===== config.mk =====
export PLATFORM = sky130hd
export DESIGN_NAME = fractal_sync_initiator_flat
export DESIGN_NICKNAME = d
export VERILOG_FILES = /design/src/rtl/fractal_sync_pkg.sv /design/src/rtl/fractal_if.sv /design/src/rtl/fractal_sat_counter.sv /design/src/rtl/fractal_sync_initiator.sv /design/src/flat_wrapper.sv
export SDC_FILE = /design/constraint.sdc
export NUM_CORES = 1
export LEC_CHECK = 0
export CAP_MARGIN = 10
export CORE_MARGIN = 1.5
export CORE_UTILIZATION = 50
export CTS_CLUSTER_DIAMETER = 50
export DETAILED_ROUTE_END_ITERATION = 7
export PLACE_DENSITY = 0.78
export SKIP_CTS_REPAIR_TIMING = 1
export SYNTH_ARGS = -nofsm -noshare
export SYNTH_HDL_FRONTEND = slang
export SYNTH_HIERARCHICAL = 1
export SYNTH_SLANG_ARGS = --single-unit

===== constraint.sdc =====
create_clock -name clk_i -period 3.1 [get_ports clk_i]
set_clock_uncertainty 0.2 [all_clocks]
set_input_delay 0.31 -clock clk_i [delete_from_list [all_inputs] [get_ports clk_i]]
set_output_delay 0.31 -clock clk_i [all_outputs]
set_load 0.005 [all_outputs]

===== src/rtl/fractal_sync_pkg.sv =====
// Shared types and helpers for the fractal synchronization tree.
package fractal_sync_pkg;

    localparam int unsigned MAX_LVL_WIDTH = 32;

    typedef enum logic [2:0] {
        ST_IDLE      = 3'd0,
        ST_SYNC      = 3'd1,
        ST_WAIT_WAKE = 3'd2,
        ST_ACK       = 3'd3,
        ST_WAIT_REL  = 3'd4,
        ST_RESP      = 3'd5
    } init_state_e;

    // One-hot level code for a tree level index; all-zero when out of range.
    function automatic logic [MAX_LVL_WIDTH-1:0] lvl_onehot(input int unsigned idx,
                                                            input int unsigned width);
        logic [MAX_LVL_WIDTH-1:0] oh;
        oh = '0;
        if (idx < width) begin
            oh = MAX_LVL_WIDTH'(1) << idx;
        end
        return oh;
    endfunction

    // True when the level index addresses an existing tree level.
    function automatic logic lvl_in_range(input int unsigned idx, input int unsigned width);
        return idx < width;
    endfunction

endpackage


===== src/rtl/fractal_if.sv =====
// Point-to-point link between an initiator (master) and a tree node slave port.
interface fractal_if #(
    parameter int unsigned LVL_WIDTH = 1
);
    logic [LVL_WIDTH-1:0] level;
    logic                 sync;
    logic                 ack;
    logic                 wake;
    logic                 error;

    modport mst_port (output level, sync, ack, input wake, error);
    modport slv_port (input level, sync, ack, output wake, error);
endinterface


===== src/rtl/fractal_sat_counter.sv =====
// Saturating up-counter with synchronous clear; clear wins over enable.
module fractal_sat_counter #(
    parameter int unsigned CNT_WIDTH = 16
) (
    input  logic                 clk_i,
    input  logic                 rstn_i,
    input  logic                 clr_i,
    input  logic                 en_i,
    output logic [CNT_WIDTH-1:0] cnt_o
);
    localparam logic [CNT_WIDTH-1:0] CNT_MAX = '1;

    // Count up while enabled, stick at the all-ones value.
    always_ff @(posedge clk_i or negedge rstn_i) begin
        if (!rstn_i) begin
            cnt_o <= '0;
        end else if (clr_i) begin
            cnt_o <= '0;
        end else if (en_i && (cnt_o != CNT_MAX)) begin
            cnt_o <= cnt_o + CNT_WIDTH'(1);
        end
    end
endmodule


===== src/rtl/fractal_sync_initiator.sv =====
// Leaf-side barrier initiator: drives one slave port of a fractal sync node.
module fractal_sync_initiator
    import fractal_sync_pkg::*;
#(
    parameter int unsigned LVL_WIDTH = 1,
    parameter int unsigned IDX_WIDTH = $clog2(LVL_WIDTH) + 1,
    parameter int unsigned CNT_WIDTH = 16
) (
    input  logic                 clk_i,
    input  logic                 rstn_i,
    input  logic                 req_valid_i,
    output logic                 req_ready_o,
    input  logic [IDX_WIDTH-1:0] req_level_i,
    output logic                 rsp_valid_o,
    input  logic                 rsp_ready_i,
    output logic                 rsp_error_o,
    output logic [CNT_WIDTH-1:0] rsp_cycles_o,
    fractal_if.mst_port          master
);
    if (LVL_WIDTH == 0 || LVL_WIDTH > MAX_LVL_WIDTH) begin : g_bad_lvl_width
        $fatal(1, "fractal_sync_initiator: LVL_WIDTH must be in 1..%0d", MAX_LVL_WIDTH);
    end

    init_state_e          state_q;
    logic [LVL_WIDTH-1:0] level_q;
    logic                 sync_q;
    logic                 ack_q;
    logic                 ready_q;
    logic                 rsp_valid_q;
    logic                 err_q;
    logic                 cnt_clr;
    logic                 cnt_en;
    logic [CNT_WIDTH-1:0] cnt;
    int unsigned          req_idx;

    assign req_idx      = 32'(req_level_i);
    assign req_ready_o  = ready_q;
    assign rsp_valid_o  = rsp_valid_q;
    assign rsp_error_o  = err_q;
    assign rsp_cycles_o = cnt;
    assign master.level = level_q;
    assign master.sync  = sync_q;
    assign master.ack   = ack_q;

    // Latency counter: held at zero while idle, runs from the sync cycle until wake.
    always_comb begin
        cnt_clr = (state_q == ST_IDLE);
        cnt_en  = 1'b0;
        if (state_q == ST_SYNC) begin
            cnt_en = 1'b1;
        end else if ((state_q == ST_WAIT_WAKE) && !master.wake) begin
            cnt_en = 1'b1;
        end
    end

    fractal_sat_counter #(
        .CNT_WIDTH (CNT_WIDTH)
    ) u_lat_cnt (
        .clk_i  (clk_i),
        .rstn_i (rstn_i),
        .clr_i  (cnt_clr),
        .en_i   (cnt_en),
        .cnt_o  (cnt)
    );

    // Barrier sequencer with registered link and response outputs.
    always_ff @(posedge clk_i or negedge rstn_i) begin
        if (!rstn_i) begin
            state_q     <= ST_IDLE;
            level_q     <= '0;
            sync_q      <= 1'b0;
            ack_q       <= 1'b0;
            ready_q     <= 1'b1;
            rsp_valid_q <= 1'b0;
            err_q       <= 1'b0;
        end else begin
            sync_q <= 1'b0;
            ack_q  <= 1'b0;
            case (state_q)
                ST_IDLE: begin
                    if (req_valid_i) begin
                        ready_q <= 1'b0;
                        if (lvl_in_range(req_idx, LVL_WIDTH)) begin
                            level_q <= LVL_WIDTH'(lvl_onehot(req_idx, LVL_WIDTH));
                            sync_q  <= 1'b1;
                            err_q   <= 1'b0;
                            state_q <= ST_SYNC;
                        end else begin
                            err_q       <= 1'b1;
                            rsp_valid_q <= 1'b1;
                            state_q     <= ST_RESP;
                        end
                    end
                end
                ST_SYNC: begin
                    state_q <= ST_WAIT_WAKE;
                end
                ST_WAIT_WAKE: begin
                    if (master.wake) begin
                        ack_q   <= 1'b1;
                        state_q <= ST_ACK;
                    end
                end
                ST_ACK: begin
                    err_q   <= master.error;
                    state_q <= ST_WAIT_REL;
                end
                ST_WAIT_REL: begin
                    if (!master.wake) begin
                        level_q     <= '0;
                        rsp_valid_q <= 1'b1;
                        state_q     <= ST_RESP;
                    end
                end
                ST_RESP: begin
                    if (rsp_ready_i) begin
                        rsp_valid_q <= 1'b0;
                        ready_q     <= 1'b1;
                        state_q     <= ST_IDLE;
                    end
                end
                default: begin
                    level_q     <= '0;
                    rsp_valid_q <= 1'b0;
                    ready_q     <= 1'b1;
                    state_q     <= ST_IDLE;
                end
            endcase
        end
    end
endmodule


===== src/flat_wrapper.sv =====
// flat-port wrapper written by rule: the top's interface ports become plain ports
module fractal_sync_initiator_flat import fractal_sync_pkg::*;
#(
    parameter int unsigned LVL_WIDTH = 1,
    parameter int unsigned IDX_WIDTH = $clog2(LVL_WIDTH) + 1,
    parameter int unsigned CNT_WIDTH = 16
)
  (clk_i, rstn_i, req_valid_i, req_ready_o, req_level_i, rsp_valid_o, rsp_ready_i, rsp_error_o, rsp_cycles_o, master_level, master_sync, master_ack, master_wake, master_error);
  fractal_if #(.LVL_WIDTH(LVL_WIDTH)) master_i ();
  input  logic clk_i;
  input  logic rstn_i;
  input  logic req_valid_i;
  output logic req_ready_o;
  input  logic [IDX_WIDTH-1:0] req_level_i;
  output logic rsp_valid_o;
  input  logic rsp_ready_i;
  output logic rsp_error_o;
  output logic [CNT_WIDTH-1:0] rsp_cycles_o;
  output wire logic [$bits(master_i.level)-1:0] master_level;
  output wire logic [$bits(master_i.sync)-1:0] master_sync;
  output wire logic [$bits(master_i.ack)-1:0] master_ack;
  input wire logic [$bits(master_i.wake)-1:0] master_wake;
  input wire logic [$bits(master_i.error)-1:0] master_error;
  assign master_level = master_i.level;
  assign master_sync = master_i.sync;
  assign master_ack = master_i.ack;
  assign master_i.wake = master_wake;
  assign master_i.error = master_error;
  fractal_sync_initiator #(.LVL_WIDTH(LVL_WIDTH), .IDX_WIDTH(IDX_WIDTH), .CNT_WIDTH(CNT_WIDTH)) u_core (.clk_i(clk_i), .rstn_i(rstn_i), .req_valid_i(req_valid_i), .req_ready_o(req_ready_o), .req_level_i(req_level_i), .rsp_valid_o(rsp_valid_o), .rsp_ready_i(rsp_ready_i), .rsp_error_o(rsp_error_o), .rsp_cycles_o(rsp_cycles_o), .master(master_i));
endmodule

# Word-level counts from Yosys, hierarchy flattened
# Index checks and enable logic that the tools add are counted.
# Widths: inputs -> output; s select.
[op_classes] n_addsub=1 magnitude_cmp=1 eq_ne=12 shifts=1 n_mux=30 n_bitwise=3 n_reduce_logical=14
[ops] operator="$mux 16" n=2
[ops] operator="$mux 1" n=18
[ops] operator="$pmux 3 s6" n=1
[ops] operator="$add 16x1->16 const B" n=1
[ops] operator="$ne 16x16->1 const B" n=1
[ops] operator="$mux 3" n=5
[ops] operator="$ne 2x2->1 const B" n=6
[ops] operator="$reduce_and 4->1" n=2
[ops] operator="$reduce_or 4->1" n=2
[ops] operator="$eq 3x2->1 const B" n=2
[ops] operator="$eq 3x3->1 const B" n=2
[ops] operator="$pmux 1 s3" n=2
[ops] operator="$reduce_and 5->1" n=1
[ops] operator="$pmux 1 s4" n=1
[ops] operator="$reduce_bool 2->1" n=2
[ops] operator="$eq 3x1->1 const B" n=1
[ops] operator="$logic_not 3->1" n=1
[ops] operator="$not 1->1" n=3
[ops] operator="$reduce_and 3->1" n=1
[ops] operator="$reduce_or 3->1" n=1
[ops] operator="$logic_and 1x1->1" n=2
[ops] operator="$pmux 1 s2" n=1
[ops] operator="$reduce_and 2->1" n=1
[ops] operator="$logic_not 1->1" n=1
[ops] operator="2 further kinds" n=2
[word_totals] ff_bits=25 inputBits=7 output_inout_bits=22

# Logic depth before layout (Yosys ltp)
[logic_depth] ltp_word=7 depth_mapped=9 mapped_depth_nobuf=6

# Hierarchy
# The synthesis kept the hierarchy.
[modules_own_cells] module="fractal_sat_counter" instances=1 cells_per_inst=98 area_per_inst_um2=942.2 seq_area_each_um2=400.4
[modules_own_cells] module="fractal_sync_initiator" instances=1 cells_per_inst=49 area_per_inst_um2=478.0 seq_area_each_um2=226.5

# Least setup slack after synthesis
# OpenSTA, ideal clock, no wires.
[synth_path] path_type="register -> register" from="register u_core.state_q[0]" to="register u_core.u_lat_cnt.cnt_o[3]" arrival_ns=1.943 t_required_ns=2.822 setup_slack_ns=0.879 path_stages_with_launch=9 path_buffers=2 synth_period_minus_slack_ns=2.221 cell_sequence="dfrtp_1 -> buf_6 -> nor2_1 -> mux2i_1 -> nor2_1 -> inv_1 -> clkbuf_1 -> or4_2 -> a21oi_1"
[synth_via] elab_chain_cells=6 elab_cells_between_ends=9
[synth_lines] item="start, declared" line="fractal_sync_initiator.sv:24" source="init_state_e state_q;"
[synth_lines] item="start signal, assigned" line="fractal_sync_initiator.sv:69" source="state_q <= ST_IDLE;"
[synth_lines] item="start signal, assigned" line="fractal_sync_initiator.sv:87" source="state_q <= ST_SYNC;"
[synth_lines] item="start signal, assigned" line="fractal_sync_initiator.sv:91" source="state_q <= ST_RESP;"
[synth_lines] item="$eq 3x2->1" line="fractal_sync_initiator.sv:51" source="end else if ((state_q == ST_WAIT_WAKE) && !master.wake) begin"
[synth_lines] item="$logic_and 1x1->1" line="fractal_sync_initiator.sv:51"
[synth_lines] item="$mux 1" line="fractal_sync_initiator.sv:51"
[synth_lines] item="$mux 1 (*)" line="fractal_sync_initiator.sv:49" source="if (state_q == ST_SYNC) begin"
[synth_lines] item="net u_core.cnt_en" line="fractal_sync_initiator.sv:32" source="logic cnt_en;"
[synth_lines] item="$logic_and 1x1->1 (*)" line="fractal_sat_counter.sv:19" source="end else if (en_i && (cnt_o != CNT_MAX)) begin"
[synth_lines] item="$reduce_bool 2->1 (no source line) (*)"
[synth_lines] item="end signal, assigned" line="fractal_sat_counter.sv:20" source="cnt_o <= cnt_o + CNT_WIDTH'(1);"
[synth_lines] item="end, declared" line="fractal_sat_counter.sv:9" source="output logic [CNT_WIDTH-1:0] cnt_o"
# The timed path passes the listed nets; every way through them passes the cells marked *.
# A chain may end at the register's enable or synchronous reset.

# Worst setup path in the final report
[layout_path] from="register u_core.state_q[0]" to="register u_core.u_lat_cnt.cnt_o[11]"
# The elaborated chain is that of the path after synthesis.

==> qor.txt <==
Status: complete, no violations
Port bufs: 28
Core Util, Final: 0.633
Die footprint: 0.00317 mm^2
#FFs+latches synth: 25
Post-DP HPWL: 2.13 mm
Crit path max-delay family: simple AND/OR/NAND/NOR gates
Core box area: 0.00273 mm^2
Critical Path, Cell by Cell: nor2_1 > mux2i_1 > nor2_1 > inv_1 > nor4_1 > mux2_1
Nets: 183
Peak Freq: 381 MHz
Multiplexer share of the synthesized area: 0.0458
Area contributors post-synth: dfrtp_1 (42%), a21oi_1 (6.3%), o31ai_1 (3.7%)
Num CTS Buffers: 3
Post-synthesis xor/xnor area fraction: 0.00617
I/O pin count: 29
Detailed Route WL: 3.07 mm
DRC: 0
CTS tree: done
Clock-pin slew on the worst setup and hold paths: 140 ps
Worst skew pair latency: 310 ps
DRT iter0 DRCs: 41
Critical path fanouts, max: 22
Worst EP arrival: 2640 ps
Predominant post-synthesis flop cell: dfrtp_1
Warnings, synthesis: 6
Chip Height: 56.3 um
EDFF count, synth: 0
Mapped Cells: 147
Max Slew Vio Count: 0
Post-synth cell types: 41
First-pass GRT wire length: 5.12 mm
Sequential fraction of the synthesis area: 0.441
Setup violations, final: 0
RSZ-0062 raised after global routing: no
Critical Path RT: 3110 ps
Vias/cell: 6.08
Mapped Area: 0.00142 mm^2
Critical setup path kind: reg -> reg
Initial antenna violation count: 0
Initial Util: 0.519
Hold Path Class: in -> async
Critical path buffers and inverters: 1
Gpl congestion: 0.814
Tmin final: 2630 ps
Vias in the first global route: 1146
Synth area leader: dfrtp_1
Largest family of logic cells by synthesized area: simple AND/OR/NAND/NOR gates
Worst slew pin tran: 584 ps
Post-synth ARST share: 1.00
Clock root buffer: clkbuf_4
Wirelength per Cell: 15.0 um
Syn avg cell area: 9.66 um^2
Clock sink total: 25
Crit-path max cell delay: 550 ps
Commonest non-fill, non-tap cell in the layout: clkdlybuf4s50_1
Largest net degree at the start of global routing: 26
Slowest cell on crit path: dfrtp_1
P&R area growth vs syn: 21.9%
Die X-Extent: 56.3 um
Part of the cycle the worst path needs: 0.848
Bufs on Longest Clock Path: 2
# diodes: 0
Worst ir drop on vdd: 0.000446 V
GRT overflow: 0
Post-Synth Simple-Gate Area: 0.275
Crit path launch type: flip-flop
Post-Synth Adder-Cell Area: 0.00881
Pwr Density: 576 mW/mm^2
Overall Power: 0.997 mW
Slew headroom: 0.610
Crit end category: flip-flop
Fraction of layout cells with a size suffix above 1: 0.103
Max-Cap Viols: 0
Total GRT Usage: 0.203
Placement Rows: 19
Via count: 1246
Drt pass-1 iters: 4
Synthesized Nets: 155
Post-synthesis compound-gate area fraction: 0.170
Htree depth: 1
Total Neg Setup Slack: 0 ps
Hold Vio Cnt, Final: 0
Antenna Nets Post-Route: 0
Static leakage: 0.716 nW
Critical path's most frequent cell: nor2_1
Most frequent cells in the layout: clkdlybuf4s50_1 (28), dfrtp_1 (24), a21oi_1 (18), nor2_1 (12)
Top-area cell type share of the netlist area: 0.423
[stage by stage]
stage | cells | hold WS [ps] | area, um^2 | setup slack (ps)
2_1_floorplan | 147 | -186 | 1420 | 879
3_3_place_gp | 201 | 266 | 1710 | 505
3_5_place_dp | 201 | 266 | 1710 | 357
4_1_cts | 205 | 144 | 1730 | 539
5_1_grt | 205 | 176 | 1730 | 391
6_report | 205 | 134 | 1730 | 472
[sequential cells by signal, summed over array words and instances (netlist names)]
signal                  count
u_core/master.ack           1
u_core/master.level         1
u_core/master.sync          1
u_core/req_ready_o          1
u_core/rsp_error_o          1
u_core/rsp_valid_o          1
u_core/state_q              3
u_core/u_lat_cnt/cnt_o     16
[cells by family (layout without fill, tap and decap cells)]
group           Yosys count  after routing
xor+xnor                  1              1
fa+ha+maj                 1              1
compound gates           39             39
buf+inv                  13             40
simple gates             62             62
mux                       6              6
flops                    25             25
[report_power, final]
group	switching [mW]	total [mW]	internal (mW)	leakage [nW]
Sequential	0.0886	0.473	0.384	0.335
Clock	0.0948	0.145	0.0502	0.0150
Combinational	0.199	0.380	0.181	0.366
Total	0.382	0.997	0.615	0.716
[final timing paths]
| path | slack, ps | endpoint | cells past startpoint | from |
|---|---|---|---|---|
| min in group clk_i | 290 | u_core/master.level$_DFFE_PN0P_ | 1 | u_core/master.level$_DFFE_PN0P_ |
| hold / removal | 130 | u_core/u_lat_cnt/cnt_o[14]$_DFFE_PN0P_ | 2 | rstn_i |
| setup reg to reg | 470 | u_core/u_lat_cnt/cnt_o[11]$_DFFE_PN0P_ | 6 | u_core/state_q[0]$_DFFE_PN0P_ |
| hold reg to reg | 290 | u_core/master.level$_DFFE_PN0P_ | 1 | u_core/master.level$_DFFE_PN0P_ |
| max in group asynchronous | 2250 | u_core/req_ready_o$_DFFE_PN1P_ | 2 | rstn_i |
| setup / recovery | 470 | u_core/u_lat_cnt/cnt_o[11]$_DFFE_PN0P_ | 6 | u_core/state_q[0]$_DFFE_PN0P_ |
[synth_stat cells (3+ instances only)]
master and instances:
nand2_1 7, nand4_1 6, o31ai_1 7, a21oi_1 18
buf_6 3, nand3_1 4, nor2_1 12, o21ai_1 5
or4_1 5, nor4_1 4, mux2_1 4, dfrtp_1 24
nor2b_1 4, inv_1 5, clkbuf_1 4
[final cells by class]
class | count | area [um^2]
clock buffer | 4 | 26.3
fill | 245 | 1000
inverter | 5 | 18.8
multi-input combinational | 109 | 718
sequential | 25 | 627
tap | 31 | 38.8
timing repair buffer | 31 | 303
[per-layer routing]
metal  vias to the layer above  wire length (um)  track usage
met5                         -                 0            0
met4                         0                37       0.0918
met3                         4               150       0.0300
met2                        41              1460        0.328
met1                       596              1420        0.270
li1                        605                 -            -
(Power assumes the default switching activity.)
